[src/rtl/gyro_pkg.sv]
// rtl/gyro_pkg.sv - shared types and rate limits for the gyro bias calibrator
package gyro_pkg;

   typedef enum logic {
      CAL = 1'b0,
      RUN = 1'b1
   } gyro_state_t;

   typedef logic signed [15:0] gyro_rate_t;

   localparam int RATE_MAX = 32767;
   localparam int RATE_MIN = -32768;

endpackage

[src/rtl/gyro_axis_corr.sv]
// rtl/gyro_axis_corr.sv - one-axis bias subtract, saturate and deadband, two pipeline stages
module gyro_axis_corr
   import gyro_pkg::*;
#(
   parameter int unsigned DEADBAND = 16
) (
   input  logic        clk,
   input  logic        rst_n,
   input  logic        flush,
   input  logic        sample_valid,
   input  logic [15:0] sample,
   input  logic [15:0] bias,
   output logic [15:0] rate,
   output logic        rate_valid
);

   localparam logic signed [16:0] SAT_HI = 17'(RATE_MAX);
   localparam logic signed [16:0] SAT_LO = 17'(RATE_MIN);
   localparam logic signed [16:0] DB_HI  = 17'(DEADBAND);
   localparam logic signed [16:0] DB_LO  = -DB_HI;

   logic signed [16:0] diff;
   gyro_rate_t         sat;
   gyro_rate_t         s1_rate;
   logic               s1_valid;
   logic signed [16:0] s1_ext;
   logic               in_band;

   always_comb begin
      diff = {sample[15], sample} - {bias[15], bias};
      if (diff > SAT_HI) begin
         sat = 16'(RATE_MAX);
      end else if (diff < SAT_LO) begin
         sat = 16'(RATE_MIN);
      end else begin
         sat = diff[15:0];
      end
   end

   // Compare in 17 bits so -32768 never needs an absolute value
   assign s1_ext  = {s1_rate[15], s1_rate};
   assign in_band = (s1_ext >= DB_LO) && (s1_ext <= DB_HI);

   always_ff @(posedge clk or negedge rst_n) begin
      if (!rst_n) begin
         s1_rate    <= '0;
         s1_valid   <= 1'b0;
         rate       <= '0;
         rate_valid <= 1'b0;
      end else if (flush) begin
         s1_valid   <= 1'b0;
         rate_valid <= 1'b0;
      end else begin
         s1_valid   <= sample_valid;
         rate_valid <= s1_valid;
         if (sample_valid) begin
            s1_rate <= sat;
         end
         if (s1_valid) begin
            rate <= in_band ? 16'd0 : s1_rate;
         end
      end
   end

endmodule

[src/rtl/gyro_bias_cal.sv]
// rtl/gyro_bias_cal.sv - zero-rate bias calibration FSM and three-axis correction top
module gyro_bias_cal
   import gyro_pkg::*;
#(
   parameter int unsigned CAL_LOG2 = 8,
   parameter int unsigned DEADBAND = 16
) (
   input  logic        clk_in,
   input  logic        rst_n_in,
   input  logic        recal_in,
   input  logic        sample_valid_in,
   input  logic [15:0] gx_in,
   input  logic [15:0] gy_in,
   input  logic [15:0] gz_in,
   output logic [15:0] gx_out,
   output logic [15:0] gy_out,
   output logic [15:0] gz_out,
   output logic        valid_out,
   output logic        calibrated_out,
   output logic [15:0] bias_x_out,
   output logic [15:0] bias_y_out,
   output logic [15:0] bias_z_out
);

   localparam int unsigned ACC_W = 16 + CAL_LOG2;
   localparam logic [CAL_LOG2:0] CAL_N = {1'b1, {CAL_LOG2{1'b0}}};

   gyro_state_t               state;
   logic [CAL_LOG2:0]         cnt;
   logic [CAL_LOG2:0]         cnt_next;
   logic                      last_sample;
   logic                      run_sample;
   logic [15:0]               raw       [3];
   logic signed [ACC_W-1:0]   acc       [3];
   logic signed [ACC_W-1:0]   sum       [3];
   logic [15:0]               bias      [3];
   logic [15:0]               bias_next [3];
   logic                      vx, vy, vz;

   assign raw[0] = gx_in;
   assign raw[1] = gy_in;
   assign raw[2] = gz_in;

   always_comb begin
      cnt_next    = cnt + 1'b1;
      last_sample = (cnt_next == CAL_N);
      for (int i = 0; i < 3; i++) begin
         sum[i]       = acc[i] + ACC_W'($signed(raw[i]));
         bias_next[i] = 16'(sum[i] >>> CAL_LOG2);
      end
   end

   // Recal outranks a coincident sample; bias registers only change on completion
   always_ff @(posedge clk_in or negedge rst_n_in) begin
      if (!rst_n_in) begin
         state <= CAL;
         cnt   <= '0;
         for (int i = 0; i < 3; i++) begin
            acc[i]  <= '0;
            bias[i] <= '0;
         end
      end else if (recal_in) begin
         state <= CAL;
         cnt   <= '0;
         for (int i = 0; i < 3; i++) begin
            acc[i] <= '0;
         end
      end else if (state == CAL && sample_valid_in) begin
         if (last_sample) begin
            state <= RUN;
            cnt   <= '0;
            for (int i = 0; i < 3; i++) begin
               acc[i]  <= '0;
               bias[i] <= bias_next[i];
            end
         end else begin
            cnt <= cnt_next;
            for (int i = 0; i < 3; i++) begin
               acc[i] <= sum[i];
            end
         end
      end
   end

   assign run_sample     = (state == RUN) && sample_valid_in && !recal_in;
   assign calibrated_out = (state == RUN);
   assign bias_x_out     = bias[0];
   assign bias_y_out     = bias[1];
   assign bias_z_out     = bias[2];

   gyro_axis_corr #(.DEADBAND(DEADBAND)) u_corr_x (
      .clk          (clk_in),
      .rst_n        (rst_n_in),
      .flush        (recal_in),
      .sample_valid (run_sample),
      .sample       (gx_in),
      .bias         (bias[0]),
      .rate         (gx_out),
      .rate_valid   (vx)
   );

   gyro_axis_corr #(.DEADBAND(DEADBAND)) u_corr_y (
      .clk          (clk_in),
      .rst_n        (rst_n_in),
      .flush        (recal_in),
      .sample_valid (run_sample),
      .sample       (gy_in),
      .bias         (bias[1]),
      .rate         (gy_out),
      .rate_valid   (vy)
   );

   gyro_axis_corr #(.DEADBAND(DEADBAND)) u_corr_z (
      .clk          (clk_in),
      .rst_n        (rst_n_in),
      .flush        (recal_in),
      .sample_valid (run_sample),
      .sample       (gz_in),
      .bias         (bias[2]),
      .rate         (gz_out),
      .rate_valid   (vz)
   );

   // The three axis pipelines share one valid sequence
   assign valid_out = vx & vy & vz;

endmodule

[config.mk]
export PLATFORM = sky130hd
export DESIGN_NAME = gyro_bias_cal
export DESIGN_NICKNAME = d
export VERILOG_FILES = /design/src/rtl/gyro_pkg.sv /design/src/rtl/gyro_axis_corr.sv /design/src/rtl/gyro_bias_cal.sv
export SDC_FILE = /design/constraint.sdc
export NUM_CORES = 1
export LEC_CHECK = 0
export ABC_AREA = 1
export BUFFER_PORTS_ARGS = -buffer_cell sky130_fd_sc_hd__buf_4
export CAP_MARGIN = 40
export CORE_UTILIZATION = 65
export DETAILED_ROUTE_END_ITERATION = 7
export MAX_ROUTING_LAYER = met4
export PLACE_DENSITY = 0.89
export SYNTH_ARGS = -nofsm -noshare
export SYNTH_HDL_FRONTEND = slang
export SYNTH_SLANG_ARGS = --single-unit
[constraint.sdc]
create_clock -name clk_in -period 3.45 [get_ports clk_in]
set_input_delay 0.5175 -clock clk_in [delete_from_list [all_inputs] [get_ports clk_in]]
set_output_delay 0.5175 -clock clk_in [all_outputs]
set_load 0.01 [all_outputs]
==> qor.yml <==
drt_iter0_drc: 1911
fp-row-count: 58
port_buffers: 149
post_cts_buffers: 0
root_buffer: "clkbuf_16"
htreeDepth: 1
num_vias: 17060
criticalPathCategory: "reg2reg"
r2r_slack_ns: 0.65
vdd_ir_drop_max_uv: 439.0
initial_core_util: 0.6616
maxSlewViolCount: 0
dr.pass1.iters: 5
netlist_instances: 2472
tightest_slew_ns: 0.8202
cts_hold_buf: 1
diodes: 0
die_area_um2: 26280
synthFlopType: "dfrtp_1"
period_share: 0.8118
clkTransAtPathRegs_ns: 0.07
cp_slowest_cell: "nand4_1"
worst_path_most_repeated_cell: "nand2_1"
avgSynthCellArea_um2: 6.740
coreArea_um2: 25180
final_cell_mix: "nand2_1 (930), inv_1 (299), dfrtp_1 (228)"
vias_per_cell: 5.765
track_usage: 0.3818
holdWs_ns: 0.2850
power_density_nw_per_um2: 443.9
wl_per_cell_um: 16.45
grt_pass1_vias: 15994
synth.distinct_cells: 40
cts_tree: "yes"
cp_top_family: "simple AND/OR/NAND/NOR gates"
hpwl_mm: 36.24
finalClockSkew_ns: 0.02190
rsz0062_at_grt: "false"
end_kind: "register"
grt-ovfl-total: 0
min_period_ns: 2.801
synth_edf_count: 0
fmax_mhz: 357.1
hold_class: "in2reg"
antenna_found_initial: 0
critPathMaxFanout: 15
routabilityCongestion: 0.9967
drive_gt1_frac: 0.08901
outcome: "finished clean"
critPathLaunchType: "register"
insertion_delay_ns: 0.55
crit_buf_inv: 1
slew_headroom: 0.4512
required_ns: 3.92
synth-seq-cells: 228
final_common_cell: "nand2_1"
n_fill_cell: 1997
maxCapViolCount: 0
synthArstFlopShare: 1.000
post_cts_resized: 0
synth_area_um2: 16660
p_leak_nw: 10.70
worstPathCellList: "ha_1, fa_1, inv_1, nand3_1, nand2_1, nand2_1, nand2_1, nand2_1, nand3_1, nand4_1, nand2_1, nand2_1, nand2_1"
io_pins: 150
drc: 0
fp.dieH_um: 162.1
slowest_delay_ns: 0.52
cts_buffers: 26
fp.dieW_um: 162.1
tns_ns: 0
grt_start_max_net_pins: 91
area_growth_pct: 14.46
hold_viol_final: 0
routed_wl_mm: 48.69
nets: 2787
seq_area_frac_synth: 0.3424
finalSetupViolations: 0
synth_fp_nets: 2648
yosysWarnings: 0
cts.sinks: 228
grt_pass1_wl_mm: 78.60
clockBufferDepth: 3
crit_arrival_ns: 3.27
antenna_left: 0
synth_stat cells (13+ instances only):
master	count	area, um2
clkbuf_1	29	108.9
nand2_1	930	3491
o21bai_1	13	97.59
o21ai_1	25	125.1
o21ai_0	173	865.8
ha_1	118	1476
xor2_1	36	315.3
dfrtp_1	228	5705
xnor2_1	31	271.5
nand3_1	136	680.7
nor2_1	136	510.5
inv_1	299	1122
nor3_1	32	160.2
a21oi_1	142	710.7
nand4_1	52	325.3
area by class of cell:
class                           count  area [um2]  area share
Tap cell                          330       412.9     0.02165
Multi-Input combinational cell   1878        9542      0.5003
Inverter                          311        1167     0.06121
Timing Repair Buffer              166        1279     0.06705
Clock inverter                     14       240.2     0.01260
Sequential cell                   228        5705      0.2992
Clock buffer                       32       724.4     0.03799
stage by stage:
stage / utilization / power [mW] / instance area (um2) / worst slack [ns] / std cells
CTS: 0.7573 / 8.426 / 19070 / 0.6978 / 2959
global placement: 0.7184 / 5.252 / 18090 / 0.6594 / 2911
global route: 0.7573 / 8.862 / 19070 / 0.4335 / 2959
detailed placement: 0.7186 / 5.306 / 18100 / 0.5543 / 2912
floorplan: - / 4.636 / 16660 / 1.108 / 2472
finish: 0.7573 / 8.466 / 19070 / 0.6493 / 2959
state kept, by name (all words and copies together) (netlist names), 9 cells and up:
| signal | count |
|---|---|
| bias_y_out | 16 |
| acc | 72 |
| u_corr_z.rate | 16 |
| u_corr_x.s1_rate | 16 |
| bias_x_out | 16 |
| cnt | 9 |
| u_corr_z.s1_rate | 16 |
| u_corr_x.rate | 16 |
| bias_z_out | 16 |
| u_corr_y.s1_rate | 16 |
| u_corr_y.rate | 16 |
final timing paths:
check,startpoint,end,cells after the start
worst max-delay path,bias_x_out[0]$_DFFE_PN0P_,u_corr_x.s1_rate[13]$_DFFE_PN0P_,13
worst max register to register,bias_x_out[0]$_DFFE_PN0P_,u_corr_x.s1_rate[13]$_DFFE_PN0P_,13
max in group asynchronous,rst_n_in,bias_y_out[8]$_DFFE_PN0P_,3
worst min register to register,acc[70]$_DFFE_PN0P_,acc[70]$_DFFE_PN0P_,2
worst min-delay path,gz_in[0],acc[0]$_DFFE_PN0P_,4
min in group asynchronous,rst_n_in,u_corr_x.rate[9]$_DFFE_PN0P_,2
power by group:
group / switching (mW) / leakage, nW / internal (mW)
Combinational: 1.58 / 7.28 / 0.823
Clock: 1.19 / 0.454 / 1.94
Sequential: 0.110 / 2.97 / 2.83
logic make-up after synthesis:
logic type / after synthesis / share of synthesized area
buf+inv: 366 / 0.08561
simple gates: 1322 / 0.3273
xor+xnor: 67 / 0.03522
compound gates: 365 / 0.1136
flops: 228 / 0.3424
fa+ha+maj: 124 / 0.09583
metal layers:
metal	vias to the layer above	GRT usage	part of all wire
met3	165	0.04213	0.076
met2	771	0.5995	0.45
met4	0	0.1398	0.035
met5	-	-	0
li1	8217	-	-
met1	7907	0.5116	0.43
worst reg2reg max path: cells and delay by family, from the launching register on:
kind,cells,cell delay [ns]
adders and majority gates,2,0.65
buffers and inverters,1,0.09
DFF,1,0.45
and+or+nand+nor,10,1.54
(Power assumes the default switching activity.)
